==> config.mk <==
export PLATFORM = sky130hd
export DESIGN_NAME = seq_divider16
export DESIGN_NICKNAME = d
export VERILOG_FILES = /design/src/rtl/seq_divider16.sv
export SDC_FILE = /design/constraint.sdc
export NUM_CORES = 1
export LEC_CHECK = 0
export BUFFER_PORTS_ARGS = -buffer_cell sky130_fd_sc_hd__buf_2
export CAP_MARGIN = 15
export CORE_MARGIN = 2
export CORE_UTILIZATION = 30
export CTS_CLUSTER_DIAMETER = 120
export DETAILED_ROUTE_END_ITERATION = 16
export GPL_TIMING_DRIVEN = 0
export PLACE_DENSITY_LB_ADDON = 0.05
export SYNTH_ARGS = -nofsm -noshare
export SYNTH_HDL_FRONTEND = slang
export SYNTH_SLANG_ARGS = --single-unit
==> constraint.sdc <==
create_clock -name div_clk_i -period 7.7 [get_ports div_clk_i]
set_clock_uncertainty 0.1 [all_clocks]
set_input_delay 0.77 -clock div_clk_i [delete_from_list [all_inputs] [get_ports div_clk_i]]
set_output_delay 0.77 -clock div_clk_i [all_outputs]
set_load 0.005 [all_outputs]
==> src/rtl/seq_divider16.sv <==
// Sequential restoring divider: unsigned WIDTH-bit division, one quotient
// bit per clock, start/busy/done handshake with held registered results.
module seq_divider16 #(
  parameter int unsigned WIDTH = 16
) (
  input  logic             div_clk_i,
  input  logic             div_reset_i,
  input  logic             start_i,
  input  logic [WIDTH-1:0] dividend_i,
  input  logic [WIDTH-1:0] divisor_i,
  output logic             busy_o,
  output logic             done_o,
  output logic [WIDTH-1:0] quotient_o,
  output logic [WIDTH-1:0] remainder_o,
  output logic             div_by_zero_o
);

  // Counter must be able to hold the value WIDTH itself.
  localparam int unsigned CNT_W = $clog2(WIDTH + 1);

  typedef enum logic [1:0] {
    S_IDLE = 2'd0,
    S_RUN  = 2'd1,
    S_DONE = 2'd2
  } state_e;

  state_e state_q, state_d;

  // Working registers of the current operation.
  logic [WIDTH-1:0] divisor_q, divisor_d;
  logic [WIDTH-1:0] quo_work_q, quo_work_d;
  logic [WIDTH-1:0] rem_work_q, rem_work_d;
  logic [CNT_W-1:0] cnt_q, cnt_d;
  logic             dbz_flag_q, dbz_flag_d;

  // Registered handshake and result outputs.
  logic             busy_q, busy_d;
  logic             done_q, done_d;
  logic [WIDTH-1:0] quotient_q, quotient_d;
  logic [WIDTH-1:0] remainder_q, remainder_d;
  logic             dbz_q, dbz_d;

  // One restoring step: shift {R,Q} left, trial-subtract the divisor.
  logic [WIDTH:0]   shift_c;
  logic [WIDTH:0]   trial_c;
  logic             fits_c;
  logic [WIDTH-1:0] rem_step_c;
  logic [WIDTH-1:0] quo_step_c;
  logic             accept_c;
  logic             last_iter_c;

  assign shift_c = {rem_work_q, quo_work_q[WIDTH-1]};
  assign trial_c = shift_c - {1'b0, divisor_q};
  assign fits_c  = (shift_c >= {1'b0, divisor_q});

  // Partial remainder stays below the divisor, so WIDTH bits always suffice.
  assign rem_step_c = fits_c ? WIDTH'(trial_c) : WIDTH'(shift_c);
  assign quo_step_c = {quo_work_q[WIDTH-2:0], fits_c};

  assign accept_c    = start_i && ((state_q == S_IDLE) || (state_q == S_DONE));
  assign last_iter_c = (cnt_q == CNT_W'(1));

  // Next-state and datapath update decisions.
  always_comb begin
    state_d     = state_q;
    divisor_d   = divisor_q;
    quo_work_d  = quo_work_q;
    rem_work_d  = rem_work_q;
    cnt_d       = cnt_q;
    dbz_flag_d  = dbz_flag_q;
    busy_d      = busy_q;
    done_d      = done_q;
    quotient_d  = quotient_q;
    remainder_d = remainder_q;
    dbz_d       = dbz_q;

    case (state_q)
      S_IDLE, S_DONE: begin
        if (accept_c) begin
          state_d    = S_RUN;
          divisor_d  = divisor_i;
          quo_work_d = dividend_i;
          rem_work_d = '0;
          cnt_d      = CNT_W'(WIDTH);
          dbz_flag_d = (divisor_i == '0);
          busy_d     = 1'b1;
          done_d     = 1'b0;
        end else begin
          state_d = S_IDLE;
          done_d  = 1'b0;
        end
      end

      S_RUN: begin
        quo_work_d = quo_step_c;
        rem_work_d = rem_step_c;
        cnt_d      = cnt_q - CNT_W'(1);
        if (last_iter_c) begin
          state_d     = S_DONE;
          busy_d      = 1'b0;
          done_d      = 1'b1;
          quotient_d  = quo_step_c;
          remainder_d = rem_step_c;
          dbz_d       = dbz_flag_q;
        end
      end

      default: begin
        state_d = S_IDLE;
        busy_d  = 1'b0;
        done_d  = 1'b0;
      end
    endcase
  end

  // State register.
  always_ff @(posedge div_clk_i or posedge div_reset_i) begin
    if (div_reset_i) begin
      state_q <= S_IDLE;
    end else begin
      state_q <= state_d;
    end
  end

  // Working datapath registers.
  always_ff @(posedge div_clk_i or posedge div_reset_i) begin
    if (div_reset_i) begin
      divisor_q  <= '0;
      quo_work_q <= '0;
      rem_work_q <= '0;
      cnt_q      <= '0;
      dbz_flag_q <= 1'b0;
    end else begin
      divisor_q  <= divisor_d;
      quo_work_q <= quo_work_d;
      rem_work_q <= rem_work_d;
      cnt_q      <= cnt_d;
      dbz_flag_q <= dbz_flag_d;
    end
  end

  // Handshake and held result registers.
  always_ff @(posedge div_clk_i or posedge div_reset_i) begin
    if (div_reset_i) begin
      busy_q      <= 1'b0;
      done_q      <= 1'b0;
      quotient_q  <= '0;
      remainder_q <= '0;
      dbz_q       <= 1'b0;
    end else begin
      busy_q      <= busy_d;
      done_q      <= done_d;
      quotient_q  <= quotient_d;
      remainder_q <= remainder_d;
      dbz_q       <= dbz_d;
    end
  end

  assign busy_o        = busy_q;
  assign done_o        = done_q;
  assign quotient_o    = quotient_q;
  assign remainder_o   = remainder_q;
  assign div_by_zero_o = dbz_q;

endmodule

==> qor.csv <==
metric;value;unit
Worst EP required;7.82;ns
CTS H-tree depth;3;
gpl congestion;0.795;
CTS tree;yes;
post-synthesis sequential area ratio;49.2;%
#FFs+latches synth;90;
Worst Hold Launch;quotient_o[5]$_DFFE_PP0P_;
Top Ports;70;
Synth cell types;56;
Area growth, synth to finish;20.0;%
commonest non-fill, non-tap cell in the layout;nand2_1;
hold path cells;2;
Final Hold Fails;0;
CTS Root Cell;clkbuf_16;
share of cells above drive strength 1;17.3;%
Mean Syn Cell Area;9.18;sq um
YS warnings;0;
hold-fix buffers at CTS;0;
fin area;0.00550;sq mm
Mapped Area;0.00458;sq mm
Setup Crit Path Kind;reg -> reg;
post-route ant nets;0;
crit-path cells;inv_1 -> ha_1 -> inv_1 -> fa_1 -> a21o_1 -> a221oi_4 -> nor3_1 -> or4_1 -> mux2i_1 -> a21oi_1;
Initial Util;30.4;%
post-CTS setup repair buffer count;0;
Hold Path Class;reg -> reg;
core area;0.0151;sq mm
CP peak stage delay;0.56;ns
unrepaired setup endpoints after global routing;no;
asr flop ratio synth;100;%
initial antenna violation count;0;
RR Startpoint;quo_work_q[15]$_DFFE_PP0P_;
Mapped Nets;553;
post-CTS sizing;0;
# setup viols final;0;
drt pass-1 iters;4;
antenna diode count;0;
Main synth FF type;dfrtp_1;
Placement Setup Slack;4.76;ns
Final WS setup;4.73;ns
most used cell, CP;inv_1;
Layout Nets;634;
drt initial violations;185;
WP data arrival;3.09;ns
drt via density;4.92;
Least-Margin Pin Slew;0.701;ns
GRT Overall Usage;17.3;%
Setup Total Neg Slack;0;ns
DRC errors left;0;
worst-path maximum fanout;5;
Final period util;38.6;%
worst skew pair latency;0.35;ns
CP max stage cell;or4_1;
port bufs;69;
Layout fillers;1592;
Synth Instances;499;
Rows;45;
buffer depth of the longest clock path;2;
first-pass GRT wire length;21.7;mm
DP Wirelength;9.56;mm
outcome;completed;
Post-Route WL;13.3;mm
die width;128;um
peak supply drop;0.144;mV
vias post-DR;3806;
Clock transition at path regs;0.07;ns
Critical Path Sink Type;register;
fin crit period;2.97;ns
CTS buffer count;9;
commonest cells after routing, fill and taps aside;131 x nand2_1, 90 x dfrtp_1, 73 x buf_2;
largest net degree at the start of global routing;52;
vias in the first global route;3984;
power density over the cells;534;mW/mm^2
remaining global-route overflow;0;
Chip Height;128;um
Placed Area;0.00519;sq mm
die area;0.0163;sq mm
Peak Freq;336;MHz
max cap viols;0;
# clock sinks;90;
EDFF count, synth;0;
Avg WL per Cell;17.2;um
CP Launch Type;register;
Leak;2.66;nW
CP startpoint;quo_work_q[15]$_DFFE_PP0P_;
Reg2Reg Depth;10;
Rel. slew slack;53.3;%
Slew Viols, Final;0;
==> flip-flops by register name (all words and copies together), names as in the netlist <==
name	cells
busy_o	1
cnt_q	5
dbz_flag_q	1
div_by_zero_o	1
divisor_q	16
quo_work_q	16
quotient_o	16
rem_work_q	16
remainder_o	16
state_q	2
==> power by group <==
| part | internal, mW | switching (mW) | leakage [nW] |
|---|---|---|---|
| clock network | 0.263 | 0.197 | 0.148 |
| logic | 0.667 | 0.958 | 1.41 |
| registers | 0.704 | 0.145 | 1.11 |
==> through the flow <==
stage          hold slack [ns]  cells  util (%)  total power [mW]
2_1_floorplan            0.339    499         -              2.01
3_3_place_gp             0.354    756      34.2              2.47
3_5_place_dp             0.357    757      34.4              2.50
4_1_cts                  0.380    773      36.4              2.98
5_1_grt                  0.404    773      36.4              3.23
6_report                 0.374    773      36.4              2.93
==> logic make-up after synthesis <==
group           Yosys count  share of synthesized area [%]
compound gates          131                           18.8
xor+xnor                  9                           1.72
fa+ha+maj                19                           5.35
buf+inv                  50                           4.37
flops                    90                           49.2
mux                      13                           2.92
simple gates            187                           17.6
==> synth_stat cells (all sizes together), types with 3 or more instances <==
master  count  share of area, %
a211oi      4              0.76
a21o       12               2.0
a21oi      13               1.4
a22oi      15               2.5
a31oi       5              0.68
and2        3              0.41
buf         5              0.68
clkbuf     20               1.6
dfrtp      90                49
ha         18               4.9
inv        25               2.0
mux2        3              0.74
mux2i      10               2.2
nand2     131                11
nand2b      6              0.82
nand3       7              0.76
nand4       3              0.41
nor2       15               1.2
nor3        4              0.44
nor4        4              0.55
o211ai      3              0.49
o21ai      56               6.1
o31ai       3              0.49
or3         4              0.55
or4         3              0.49
xnor2       3              0.57
xor2        6               1.1
==> final timing paths <==
path	end	slack (ns)
worst max register to register	remainder_o[12]$_DFFE_PP0P_	4.73
worst min-delay path	quotient_o[5]$_DFFE_PP0P_	0.37
worst min register to register	quotient_o[5]$_DFFE_PP0P_	0.37
min in group asynchronous	divisor_q[11]$_DFFE_PP0P_	0.38
worst max-delay path	remainder_o[12]$_DFFE_PP0P_	4.73
max in group asynchronous	rem_work_q[6]$_DFFE_PP0P_	6.45
==> per-layer routing <==
metal | vias up | share of wire [%] | track usage [%] | wire, um
li1 | 1886 | - | - | -
met1 | 1840 | 47 | 22.5 | 6270
met2 | 72 | 47 | 29.0 | 6310
met3 | 8 | 4.5 | 4.44 | 597
met4 | 0 | 0.83 | 3.68 | 110
met5 | - | 0 | 0 | 0
==> cell type report <==
cell class / instances / area (sq um) / area share [%]
inverter: 25 / 96.3 / 1.75
clock inverter: 5 / 62.6 / 1.14
sequential: 90 / 2250 / 41.0
tap: 188 / 235 / 4.28
multi-input combinational: 359 / 2130 / 38.7
timing repair buffer: 70 / 373 / 6.78
clock buffer: 11 / 243 / 4.42
buffer: 25 / 106 / 1.93
==> critical path, delay by kind of cell (launching register included) <==
family,cells,cell delay [ns]
buffers and inverters,2,0.15
AO/OA/AOI/OAI,3,0.72
adder cells (fa/ha/maj),2,0.57
AND/OR/NAND/NOR,2,0.65
multiplexers,1,0.30
flip-flops,1,0.36
(Power assumes the default switching activity.)
